File: config.mk
export PLATFORM = sky130hd
export DESIGN_NAME = game_ctrl_fsm
export DESIGN_NICKNAME = d
export VERILOG_FILES = /design/src/rtl/game_ctrl_pkg.sv /design/src/rtl/flash_timer.sv /design/src/rtl/game_ctrl_fsm.sv
export SDC_FILE = /design/constraint.sdc
export NUM_CORES = 1
export LEC_CHECK = 0
export ABC_AREA = 1
export CAP_MARGIN = 20
export CORE_ASPECT_RATIO = 1.25
export CORE_MARGIN = 2
export CORE_UTILIZATION = 35
export DETAILED_ROUTE_END_ITERATION = 7
export DONT_BUFFER_PORTS = 1
export GPL_TIMING_DRIVEN = 1
export PLACE_DENSITY = 0.59
export RECOVER_POWER = 50
export SETUP_SLACK_MARGIN = 0.1
export SLEW_MARGIN = 10
export SYNTH_ARGS = -nofsm -noshare
export SYNTH_HDL_FRONTEND = slang
export SYNTH_SLANG_ARGS = --single-unit
export TNS_END_PERCENT = 100
File: constraint.sdc
create_clock -name CLK_50M -period 2 [get_ports CLK_50M]
set_clock_uncertainty 0.15 [all_clocks]
set_input_delay 0.2 -clock CLK_50M [delete_from_list [all_inputs] [get_ports CLK_50M]]
set_output_delay 0.2 -clock CLK_50M [all_outputs]
set_load 0.01 [all_outputs]
File: src/rtl/game_ctrl_pkg.sv
`default_nettype none
// ============================================================================
// game_ctrl_pkg : shared game-flow state encoding (also decoded by the display)
// Rev 1.0
// ============================================================================
package game_ctrl_pkg;

  localparam int c_state_w = 3;

  typedef enum logic [c_state_w-1:0] {
    ST_RESTART = 3'd0,
    ST_START   = 3'd1,
    ST_PLAY    = 3'd2,
    ST_DIE     = 3'd3,
    ST_PAUSE   = 3'd4,
    ST_OVER    = 3'd5
  } game_state_t;

endpackage
`default_nettype wire

File: src/rtl/flash_timer.sv
`default_nettype none
// ============================================================================
// flash_timer : shared state timer with die-flash toggle and end-of-death marks
// Rev 1.0
// ============================================================================
module flash_timer #(
  parameter int FLASH_HALF_CYC = 25_000_000,
  parameter int FLASH_TOGGLES  = 6,
  parameter int DIE_CYC        = 200_000_000,
  parameter int CNT_W          = $clog2(DIE_CYC + 1)
) (
  input  logic             CLK_50M,
  input  logic             RSTn,
  input  logic             clr,
  input  logic             run,
  output logic             flash,
  output logic             done,
  output logic [CNT_W-1:0] cnt
);

  logic [CNT_W-1:0]         r_cnt;
  logic [FLASH_TOGGLES-1:0] w_mark;

  always_ff @(posedge CLK_50M or negedge RSTn) begin
    if (!RSTn) begin
      r_cnt <= '0;
    end else if (clr) begin
      r_cnt <= '0;
    end else if (run) begin
      r_cnt <= r_cnt + CNT_W'(1);
    end
  end

  genvar k;
  generate
    for (k = 0; k < FLASH_TOGGLES; k++) begin : g_mark
      localparam logic [CNT_W-1:0] c_mark = CNT_W'((k + 1) * FLASH_HALF_CYC);
      assign w_mark[k] = (r_cnt == c_mark);
    end
  endgenerate

  // flash is a one-cycle "invert the display enable now" strobe
  assign flash = run & (|w_mark);
  assign done  = run & (r_cnt == CNT_W'(DIE_CYC - 1));
  assign cnt   = r_cnt;

endmodule
`default_nettype wire

File: src/rtl/game_ctrl_fsm.sv
`default_nettype none
// ============================================================================
// game_ctrl_fsm : snake game-flow controller (START/PLAY/PAUSE/DIE/RESTART/OVER)
// Rev 1.0
// ============================================================================
module game_ctrl_fsm
  import game_ctrl_pkg::*;
#(
  parameter int N_KEYS         = 4,
  parameter int LIVES          = 3,
  parameter int LIVES_W        = 2,
  parameter int FLASH_HALF_CYC = 25_000_000,
  parameter int FLASH_TOGGLES  = 6,
  parameter int DIE_CYC        = 200_000_000,
  parameter int RESTART_CYC    = 6,
  parameter bit PAUSE_EN       = 1'b1
) (
  input  logic               CLK_50M,
  input  logic               RSTn,
  input  logic [N_KEYS-1:0]  key_press,
  input  logic               pause_press,
  input  logic               hit_wall,
  input  logic               hit_body,
  output logic [2:0]         game_status,
  output logic               die_flash,
  output logic               restart,
  output logic [LIVES_W-1:0] lives_left,
  output logic               game_over
);

  localparam int                 CNT_W          = $clog2(DIE_CYC + 1);
  localparam logic [LIVES_W-1:0] c_lives        = LIVES_W'(LIVES);
  localparam logic [CNT_W-1:0]   c_restart_last = CNT_W'(RESTART_CYC - 1);

  game_state_t        r_state, w_state_nxt;
  logic               r_die_flash, w_die_flash_nxt;
  logic               r_restart, w_restart_nxt;
  logic               r_game_over, w_game_over_nxt;
  logic [LIVES_W-1:0] r_lives, w_lives_nxt;
  logic               w_clr, w_run, w_toggle, w_done;
  logic [CNT_W-1:0]   w_cnt;
  logic               w_key, w_hit;

  assign w_key = |key_press;
  assign w_hit = hit_wall | hit_body;
  assign w_clr = (w_state_nxt != r_state);

  flash_timer #(
    .FLASH_HALF_CYC (FLASH_HALF_CYC),
    .FLASH_TOGGLES  (FLASH_TOGGLES),
    .DIE_CYC        (DIE_CYC),
    .CNT_W          (CNT_W)
  ) u_flash_timer (
    .CLK_50M (CLK_50M),
    .RSTn    (RSTn),
    .clr     (w_clr),
    .run     (w_run),
    .flash   (w_toggle),
    .done    (w_done),
    .cnt     (w_cnt)
  );

  always_ff @(posedge CLK_50M or negedge RSTn) begin
    if (!RSTn) begin
      r_state     <= ST_START;
      r_die_flash <= 1'b1;
      r_restart   <= 1'b0;
      r_lives     <= c_lives;
      r_game_over <= 1'b0;
    end else begin
      r_state     <= w_state_nxt;
      r_die_flash <= w_die_flash_nxt;
      r_restart   <= w_restart_nxt;
      r_lives     <= w_lives_nxt;
      r_game_over <= w_game_over_nxt;
    end
  end

  always_comb begin
    w_state_nxt     = r_state;
    w_die_flash_nxt = r_die_flash;
    w_restart_nxt   = r_restart;
    w_lives_nxt     = r_lives;
    w_game_over_nxt = r_game_over;
    w_run           = 1'b0;
    case (r_state)
      ST_RESTART: begin
        w_run = 1'b1;
        if (w_cnt == c_restart_last) begin
          w_state_nxt   = ST_START;
          w_restart_nxt = 1'b0;
        end
      end
      ST_START: begin
        if (w_key) w_state_nxt = ST_PLAY;
      end
      ST_PLAY: begin
        // a collision takes priority over a pause request in the same cycle
        if (w_hit) begin
          w_state_nxt = ST_DIE;
          w_lives_nxt = (r_lives == '0) ? '0 : r_lives - LIVES_W'(1);
        end else if (pause_press && PAUSE_EN) begin
          w_state_nxt = ST_PAUSE;
        end
      end
      ST_PAUSE: begin
        if (pause_press) w_state_nxt = ST_PLAY;
      end
      ST_DIE: begin
        w_run = 1'b1;
        if (w_toggle) w_die_flash_nxt = ~r_die_flash;
        if (w_done) begin
          w_die_flash_nxt = 1'b1;
          if (r_lives == '0) begin
            w_state_nxt     = ST_OVER;
            w_game_over_nxt = 1'b1;
          end else begin
            w_state_nxt   = ST_RESTART;
            w_restart_nxt = 1'b1;
          end
        end
      end
      ST_OVER: begin
        w_die_flash_nxt = 1'b1;
        w_game_over_nxt = 1'b1;
        if (w_key) begin
          w_state_nxt     = ST_RESTART;
          w_lives_nxt     = c_lives;
          w_game_over_nxt = 1'b0;
          w_restart_nxt   = 1'b1;
        end
      end
      default: begin
        w_state_nxt     = ST_START;
        w_die_flash_nxt = 1'b1;
        w_restart_nxt   = 1'b0;
        w_lives_nxt     = c_lives;
        w_game_over_nxt = 1'b0;
      end
    endcase
  end

  assign game_status = r_state;
  assign die_flash   = r_die_flash;
  assign restart     = r_restart;
  assign lives_left  = r_lives;
  assign game_over   = r_game_over;

endmodule
`default_nettype wire

# ---- Yosys cells after proc, flatten, opt, wreduce, memory -nomap -nowiden
# Index checks and enable logic that the tools add are counted.
dict set report op_classes {
  add_sub_neg 2
  n_mul 0
  div 0
  order_cmp 0
  eq_ne 21
  shift 0
  mux 28
  n_bitwise 7
  n_reduce_logical 13
}
# cell count
set op_table {}
lappend op_table {{== test 28 x 27 -> 1 bit (second input constant)} 3}
lappend op_table {{== test 28 bit (second input constant)} 2}
lappend op_table {{two-way mux 28 bit} 2}
lappend op_table {{adder 28 x 1 -> 28 bit (second input constant)} 1}
lappend op_table {{== test 28 x 25 -> 1 bit (second input constant)} 1}
lappend op_table {{== test 28 x 26 -> 1 bit (second input constant)} 1}
lappend op_table {{== test 28 x 3 -> 1 bit (second input constant)} 1}
lappend op_table {{two-way mux 3 bit} 8}
lappend op_table {{case mux 3 bit (6 select lines)} 1}
lappend op_table {{OR reduction 4 bit} 3}
lappend op_table {{two-way mux 1 bit} 10}
lappend op_table {{!= test 2 bit (second input constant)} 5}
lappend op_table {{== test 3 x 2 -> 1 bit (second input constant)} 2}
lappend op_table {{== test 3 bit (second input constant)} 2}
lappend op_table {{two-way mux 2 bit} 3}
lappend op_table {{case mux 2 bit (3 select lines)} 1}
lappend op_table {{AND reduction 3 bit} 2}
lappend op_table {{OR reduction 6 bit} 1}
lappend op_table {{AND reduction 5 bit} 1}
lappend op_table {{inverter 1 bit} 4}
lappend op_table {{case mux 1 bit (4 select lines)} 1}
lappend op_table {{== test 3 x 1 -> 1 bit (second input constant)} 1}
lappend op_table {{zero test 3 bit} 1}
lappend op_table {{!= test 3 x 1 -> 1 bit (second input constant)} 1}
lappend op_table {{12 further kinds} 13}
dict set report totals {
  regBits 36
  latch_bits 0
  ram_bits 0
  rom_bits 0
  in_bits 9
  elab_cells 77
  memories 0
}

# ---- Depth between registers and ports, before layout
# Gate-level depths: netlist of run 1.
dict set report logic_depth {
  word_depth 8
  depth_mapped 13
  depth_no_buf 12
}

# ---- Hierarchy
# Synthesis of run 1 repeated with hierarchy kept, for this count alone.
dict set report hier_totals {
  cells_unflattened 463
  hier_area_um2 2836.5
}
# module instances cells_each area_per_inst_um2 seq_area_each_um2
set modules_own_cells {}
lappend modules_own_cells {flash_timer 1 309 1979.4 700.7}
lappend modules_own_cells {game_ctrl_fsm 1 154 857.1 205.2}

# ---- Worst setup path after synthesis of run 1
# Ideal clock, no wire load.
dict set report synth_timing {
  path_kind {reg2reg}
  from {reg r_state[1] (netlist: game_status[1])}
  to {reg u_flash_timer.r_cnt[5] (netlist: u_flash_timer.cnt[5])}
  setup_ns 0.122
  t_arrival_ns 1.667
  setup_slack_ns 0.061
  path_stages_with_launch 13
  path_buffers 2
  period_less_slack_ns 1.939
  path_cell_list {dfrtp_1 > buf_4 > nor2_2 > nand2_2 > o21ai_1 > inv_1 > nand2_1 > nand2_1 > a21oi_1 > nand3_1 > nand3_4 > buf_6 > nor2_2}
}
dict set report synth_via {
  elab_chain_len 8
  elab_cells_between_ends 20
  classes_between {6 x eq/ne; 10 x mux; 1 x bitwise; 3 x reduce/logical}
}
# item line
set synth_rtl {}
lappend synth_rtl {{from (decl)} game_ctrl_fsm.sv:35} ;# game_state_t r_state, w_state_nxt;
lappend synth_rtl {{from (signal assigned)} game_ctrl_fsm.sv:71} ;# r_state <= w_state_nxt;
lappend synth_rtl {{== test 3 x 2 -> 1 bit or zero test 3 bit (tied branches)} game_ctrl_fsm.sv:86} ;# case (r_state)
lappend synth_rtl {{OR reduction 2 bit (no source line)} -}
lappend synth_rtl {{two-way mux 1 bit} game_ctrl_fsm.sv:86}
lappend synth_rtl {{AND 1 bit} flash_timer.sv:44} ;# assign done = run & (r_cnt == CNT_W'(DIE_CYC - 1));
lappend synth_rtl {{two-way mux 3 bit} game_ctrl_fsm.sv:112} ;# if (w_done) begin
lappend synth_rtl {{case mux 3 bit (6 select lines)} game_ctrl_fsm.sv:86}
lappend synth_rtl {{!= test 3 bit} game_ctrl_fsm.sv:46} ;# assign w_clr = (w_state_nxt != r_state);
lappend synth_rtl {{two-way mux 28 bit or nonzero test 2 bit (tied branches)} -}
lappend synth_rtl {{to (signal assigned)} flash_timer.sv:30} ;# r_cnt <= r_cnt + CNT_W'(1);
lappend synth_rtl {{to (decl)} flash_timer.sv:21} ;# logic [CNT_W-1:0] r_cnt;
# Several ways; a longest one is shown, not always the timed one.
# A chain may end at the register's enable or synchronous reset.

# ---- Worst setup path in the final report of run 1
dict set report layout_timing {
  from {reg r_state[0] (netlist: game_status[0])}
  to {reg u_flash_timer.r_cnt[15] (netlist: u_flash_timer.cnt[15])}
}
dict set report layout_via {
  elab_chain_len 8
  elab_cells_between_ends 20
  classes_between {6 x eq/ne; 10 x mux; 1 x bitwise; 3 x reduce/logical}
}
# item line
set layout_rtl {}
lappend layout_rtl {{== test 3 x 2 -> 1 bit or zero test 3 bit (tied branches)} game_ctrl_fsm.sv:86}
lappend layout_rtl {{OR reduction 2 bit (no source line)} -}
lappend layout_rtl {{two-way mux 1 bit} game_ctrl_fsm.sv:86}
lappend layout_rtl {{AND 1 bit} flash_timer.sv:44}
lappend layout_rtl {{two-way mux 3 bit} game_ctrl_fsm.sv:112}
lappend layout_rtl {{case mux 3 bit (6 select lines) (*)} game_ctrl_fsm.sv:86}
lappend layout_rtl {{net w_state_nxt[0]} game_ctrl_fsm.sv:35}
lappend layout_rtl {{!= test 3 bit (*)} game_ctrl_fsm.sv:46}
lappend layout_rtl {{two-way mux 28 bit or nonzero test 2 bit (tied branches)} -}
# The timed path passes the listed nets; every way through them passes the cells marked *.

==> out/metrics.cfg, run 1 <==
[outcome]
status = finished, violations left
violations = negative setup slack

[logic_synthesis]
ys_seq_area_frac = 0.340
syn_inst = 393
yosys-top-cells-area = dfrtp_1 30%, nand2_1 12%, nor2_1 9.4%, inv_1 8.0%, xor2_1 7.2%
syn_area_per_cell_um2 = 6.79
synth.net_count = 405
synth.distinct_cells = 27
synthesis.area_mm2 = 0.00267
ys.warnings.count = 0
ys_seq_elements = 36
synth_top_area_share = 0.300
yosys.area.top_type = dfrtp_1

[timing]
hold_viol_final = 0
tightest_slew_ns = 0.916
fin_crit_sh = 1.03
slew-limit-headroom = 0.389
setup_tns_ns = -1.35
fmax_mhz = 485
period_minus_slack_ns = 2.06
slew_viol_final = 0
rsz0062_at_grt = true
finalSetupViolCount = 28
setup_ws_ns = -0.0632

[route]
wl_per_cell_um = 14.0
vias = 2674
via_per_inst = 4.97
first_iter_violations = 93
drt_pass1_iterations = 4
drc = 0
wl_um = 7520
ant_nets = 0

[worst_setup_path]
worst-path-buf-inv = 2
crit_top_cell = nand2_1
cp.required_ns = 2.08
cp_max_fo = 7
start_kind = register
cp_top_family = simple AND/OR/NAND/NOR gates
slowest_stage = dfstp_2
crit_chain = nand2_1 > o21ai_1 > inv_1 > nand2_1 > nand2_1 > a21oi_2 > nand2_2 > nand2_2 > nand3_4 > clkbuf_16 > nor2_2
cp_data_arrival_time_ns = 2.14
endpoint_kind = register
worstSetupPathType = register to register
max_stage_delay_ns = 0.61

[clock_tree]
cts_tree = built
cts_buffer_depth = 2
clkTransAtPathRegs_ns = 0.07
root_buffer = clkbuf_8
insertion_delay_ns = 0.29
cts_sinks = 36
cts_made_buffers = 5
htreeDepth = 2

[global_routing]
grtUsageTotal = 0.188
grt_pass1_wl_um = 12000
antenna_found_initial = 0
grt_max_degree = 37
grt_pass1_vias = 2656
overflow = 0

[finish]
drive_above_1_share = 0.298
final_cell_mix = 79 x nand2_1, 54 x inv_1, 49 x nor2_1, 43 x buf_4, 32 x dfrtp_1
fillers = 748
stdcell_area_mm2 = 0.00345
antenna_cells = 0
area_growth_syn_to_layout_pct = 29.5
final_common_cell = nand2_1
nets = 457

[power]
p_comb_frac = 0.587
internal_power_uw = 2010
vdd_ir_drop_max_mv = 0.635
sw_frac_of_total = 0.451
total_power_uw = 3660
seqPwrFrac = 0.263
power_density_mw_per_mm2 = 1060
power_leakage_uw = 0.00154
clkPwrFrac = 0.150
p_sw_uw = 1650

[place]
port_buffers = 0
dp_hpwl_um = 5680
dpl_cell_area_mm2 = 0.00309
place_worst_setup_slack_ns = 0.00746
place.gp.congestion = 0.928

[floorplan]
core_area_mm2 = 0.00740
fp.dieH_um = 102
num_rows = 35
dieArea_mm2 = 0.00834
initial_core_util = 0.360
io_pins = 17
dieWidth_um = 82.1

[worst_hold_path]
hold_class = input pin to register

[flow_run]
cap_viol_max_count = 0

[layer usage]
layer,routed length [um],part of all wire,vias to the layer above,track usage
met2,4030,0.54,60,0.356
met3,269,0.036,19,0.0303
li1,-,-,1333,-
met4,235,0.031,0,0.0833
met5,0,0,-,0
met1,2990,0.40,1262,0.198
[logic make-up (layout without fill, tap and decap cells)]
logic type / count (synthesis) / after routing / synth area share
xor+xnor: 22 / 22 / 0.0722
simple gates: 249 / 249 / 0.433
compound gates: 19 / 19 / 0.0427
buf+inv: 64 / 117 / 0.0980
flops: 36 / 36 / 0.340
fa+ha+maj: 3 / 3 / 0.0141
[cell usage after synthesis]
cell type	n
a21oi_1	4
a22oi_1	1
buf_2	2
buf_4	1
buf_6	2
dfrtp_1	32
dfstp_2	4
ha_1	3
inv_1	57
inv_2	2
nand2_1	85
nand2_2	7
nand3_1	29
nand3_2	4
nand3_4	1
nand3b_1	3
nand4_1	13
nor2_1	67
nor2_2	22
nor2_4	1
nor3_1	16
o211ai_1	1
o21ai_0	11
o21ai_1	1
o21bai_4	1
or2_2	1
xor2_1	22
[timing repair]
action	4_1_cts	5_1_grt
hold buffers	3	0
pin swaps	0	8
setup buffers	0	3
endpoints found under the hold margin	38	0
cloned	0	2
gates resized for setup	7	46
endpoints found under the setup margin	29	31
[worst reg2reg max path, cell delays in order, from the launching register on]
cell	delay [ns]
dfstp_2	0.61
nand2_1	0.12
o21ai_1	0.18
inv_1	0.06
nand2_1	0.06
nand2_1	0.06
a21oi_2	0.14
nand2_2	0.08
nand2_2	0.08
nand3_4	0.17
clkbuf_16	0.23
nor2_2	0.07
[cell type report]
class | count | area [um2] | share of cell area
clock buffers | 8 | 90.1 | 0.0261
inverters | 59 | 221 | 0.0641
multi-input cells | 293 | 1680 | 0.488
flip-flops and latches | 36 | 906 | 0.262
well taps | 92 | 115 | 0.0333
repair buffers | 50 | 438 | 0.127
[flip-flops by register name, indices dropped and copies added, names as in the netlist]
signal             flops
die_flash              1
game_over              1
game_status            3
lives_left             2
restart                1
u_flash_timer.cnt     28
[power by group through the flow]
stage | Sequential [uW] | Clock (uW) | Combinational, uW
CTS | 963 | 565 | 1620
global route | 979 | 598 | 2340
floorplan | 963 | 0 | 1140
finish | 962 | 548 | 2150
detailed placement | 974 | 0 | 1580
global placement | 972 | 0 | 1550
[through the flow]
stage          utilization  hold slack, ns  std cells
2_1_floorplan            -          -0.246        393
3_3_place_gp         0.417          -0.244        522
3_5_place_dp         0.417          -0.244        522
4_1_cts              0.437           0.158        533
5_1_grt              0.467           0.205        538
6_report             0.467           0.157        538
[worst paths after layout]
path	endpoint	cells after the start	slack (ns)	start
max in group asynchronous	u_flash_timer.cnt[11]	2	0.70	RSTn
max reg2reg	u_flash_timer.cnt[15]	11	-0.06	game_status[0]
min reg2reg	die_flash	2	0.36	die_flash
max	u_flash_timer.cnt[15]	11	-0.06	game_status[0]
min in group asynchronous	u_flash_timer.cnt[16]	2	0.42	RSTn
min	game_status[2]	5	0.16	key_press[2]
(Power assumes the default switching activity.)
==> run 2, diff against run 1 <==
--- a/config.mk
+++ b/config.mk
@@ -13,7 +13,6 @@
 export DETAILED_ROUTE_END_ITERATION = 7
 export DONT_BUFFER_PORTS = 1
 export GPL_TIMING_DRIVEN = 1
-export PLACE_DENSITY = 0.59
 export RECOVER_POWER = 50
 export SETUP_SLACK_MARGIN = 0.1
 export SLEW_MARGIN = 10
==> out/metrics.cfg, run 2 (synthesis gave the netlist of run 1 again) <==
[worst_setup_path]
cp.required_ns = 2.08  ; about the same
cp_max_fo = 7  ; unchanged
max_stage_delay_ns = 0.42  ; -0.19 ns
slowest_stage = dfrtp_1
worst-path-buf-inv = 1  ; -1
worstSetupPathType = register to register
start_kind = register
endpoint_kind = register
cp_top_family = simple AND/OR/NAND/NOR gates
crit_chain = nand2_1 > nor2_1 > nand2_1 > nor2_1 > nand3_2 > o21bai_4 > nand2_2 > nand2_2 > nand3_4 > clkbuf_16 > nor2_4
cp_data_arrival_time_ns = 2.14  ; about the same

[timing]
fin_crit_sh = 1.03  ; -0.00118
slew-limit-headroom = 0.394  ; +0.00463
rsz0062_at_grt = true
hold_viol_final = 0  ; unchanged
setup_ws_ns = -0.0608  ; +0.00236 ns
tightest_slew_ns = 0.909  ; -0.00694 ns
fmax_mhz = 485  ; +0.11%
finalSetupViolCount = 28  ; unchanged
slew_viol_final = 0  ; unchanged
whs_ns = 0.103  ; -0.0538 ns
period_minus_slack_ns = 2.06  ; -0.00236 ns

[floorplan]
dieWidth_um = 82.1  ; unchanged
fp.dieH_um = 102  ; unchanged
num_rows = 35  ; unchanged
core_area_mm2 = 0.00740  ; unchanged
initial_core_util = 0.360  ; unchanged
io_pins = 17  ; unchanged
dieArea_mm2 = 0.00834  ; unchanged

[clock_tree]
cts_buffer_depth = 2  ; unchanged
cts_tree = built
htreeDepth = 2  ; unchanged
insertion_delay_ns = 0.29  ; about the same
clkTransAtPathRegs_ns = 0.07  ; about the same
cts_sinks = 36  ; unchanged
cts_made_buffers = 5  ; unchanged
root_buffer = clkbuf_8

[global_routing]
overflow = 0  ; unchanged
grt_pass1_vias = 2693  ; +1.4%
antenna_found_initial = 0  ; unchanged
grt_max_degree = 37  ; unchanged
grt_pass1_wl_um = 12300  ; +2.9%
grtUsageTotal = 0.194  ; +0.00648

[worst_hold_path]
hold_class = input pin to register

[finish]
final_cell_mix = 81 x nand2_1, 56 x inv_1, 56 x nor2_1, 45 x buf_4, 32 x dfrtp_1
area.sequential_um2 = 906  ; unchanged
fin_util = 0.456  ; -0.0107
stdcell_area_mm2 = 0.00338  ; -2.3%
stdcell_count = 540  ; +0.37%
antenna_cells = 0  ; unchanged
fillers = 756  ; +1.1%
multi_input_area_mm2 = 0.00160  ; -4.8%
final_common_cell = nand2_1
largest_reg_flops = 28  ; unchanged
area_growth_syn_to_layout_pct = 26.5
drive_above_1_share = 0.272  ; -0.0259
nets = 459  ; +0.44%

[route]
wl_per_cell_um = 13.9  ; -0.57%
drc = 0  ; unchanged
via_per_inst = 4.95  ; -0.37%
ant_nets = 0  ; unchanged
vias = 2674  ; unchanged
drt_pass1_iterations = 5  ; +1
wl_um = 7510  ; -0.20%
first_iter_violations = 98  ; +5.4%

[power]
internal_power_uw = 1890  ; -5.9%
power_leakage_uw = 0.00154  ; about the same
power_density_mw_per_mm2 = 1010  ; -4.4%
vdd_ir_drop_max_mv = 0.625  ; -1.5%
p_comb_frac = 0.558  ; -0.029
seqPwrFrac = 0.282  ; +0.019
p_sw_uw = 1530  ; -7.5%
clkPwrFrac = 0.161  ; +0.011
sw_frac_of_total = 0.446  ; -0.00434

[outcome]
violations = negative setup slack
status = finished, violations left

[place]
place.gp.congestion = 0.965  ; +4.0%
dp_hpwl_um = 5790  ; +1.8%
place_worst_setup_slack_ns = 0.00198  ; -0.00547 ns
dpl_cell_area_mm2 = 0.00309  ; unchanged
dp_cells = 522  ; unchanged
port_buffers = 0  ; unchanged

[flow_run]
cap_viol_max_count = 0  ; unchanged

-- run 2: cell types whose count changed in the layout (fill, tap and decap cells not counted), moves of 2 or more --
cell / change
clkinv_2: +2
nor2_1: +7
inv_1: +2
buf_4: +2
nand3_1: +3
inv_2: -2
nand3_2: -3
clkbuf_1: -2
nand2_1: +2
nor2_4: -8
-- run 2: cell type report --
cell class / instances / share of cell area
clock inverter: 2 / 0.00297
multi-input combinational: 293 / 0.475
timing repair buffer: 52 / 0.130
sequential: 36 / 0.268
clock buffer: 6 / 0.0245
tap: 92 / 0.0341
inverter: 59 / 0.0656
-- run 2: worst min-delay path: cells and delay by family --
family	cells	cell delay, ns
AO/OA/AOI/OAI	2	0.16
buffers and inverters	1	0.02
AND/OR/NAND/NOR	1	0.13
-- run 2: stage by stage --
| step | power [uW] | setup TNS (ns) |
|---|---|---|
| 2_1_floorplan | 2100 | 0 |
| 3_3_place_gp | 2520 | 0 |
| 3_5_place_dp | 2550 | 0 |
| 4_1_cts | 3140 | 0 |
| 5_1_grt | 3670 | -4.68 |
| 6_report | 3420 | -1.11 |
-- run 2: worst paths after layout --
kind / endpoint / slack (ns) / depth (start not counted) / startpoint
max: u_flash_timer.cnt[19] / -0.06 / 11 / u_flash_timer.cnt[23]
min: game_status[2] / 0.10 / 4 / pause_press
max reg2reg: u_flash_timer.cnt[19] / -0.06 / 11 / u_flash_timer.cnt[23]
min reg2reg: die_flash / 0.36 / 2 / die_flash
max in group asynchronous: restart / 0.71 / 2 / RSTn
min in group asynchronous: u_flash_timer.cnt[15] / 0.42 / 2 / RSTn
-- run 2: power by group through the flow --
stage	clock network, uW	registers, uW	logic, uW
after floorplan	0	963	1140
after detailed placement	0	980	1570
after global routing	606	979	2090
after CTS	571	965	1610
final	549	962	1910
after global placement	0	976	1550
-- run 2: layer usage --
| layer | GRT usage | vias to the layer above | wire [um] | share of wire |
|---|---|---|---|---|
| met5 | 0 | - | 0 | 0 |
| met4 | 0.0808 | 0 | 229 | 0.031 |
| met3 | 0.0285 | 19 | 273 | 0.036 |
| met2 | 0.363 | 75 | 4090 | 0.55 |
| met1 | 0.214 | 1245 | 2910 | 0.39 |
| li1 | - | 1335 | - | - |
-- run 2: repair_timing --
action | 4_1_cts | 5_1_grt
endpoints found under the setup margin | 28 | 29
gates cloned | 0 | 1
hold buffers | 3 | 1
buffers inserted | 3 | 2
endpoints found under the hold margin | 38 | 1
pin swaps | 1 | 2
resized for setup | 3 | 27
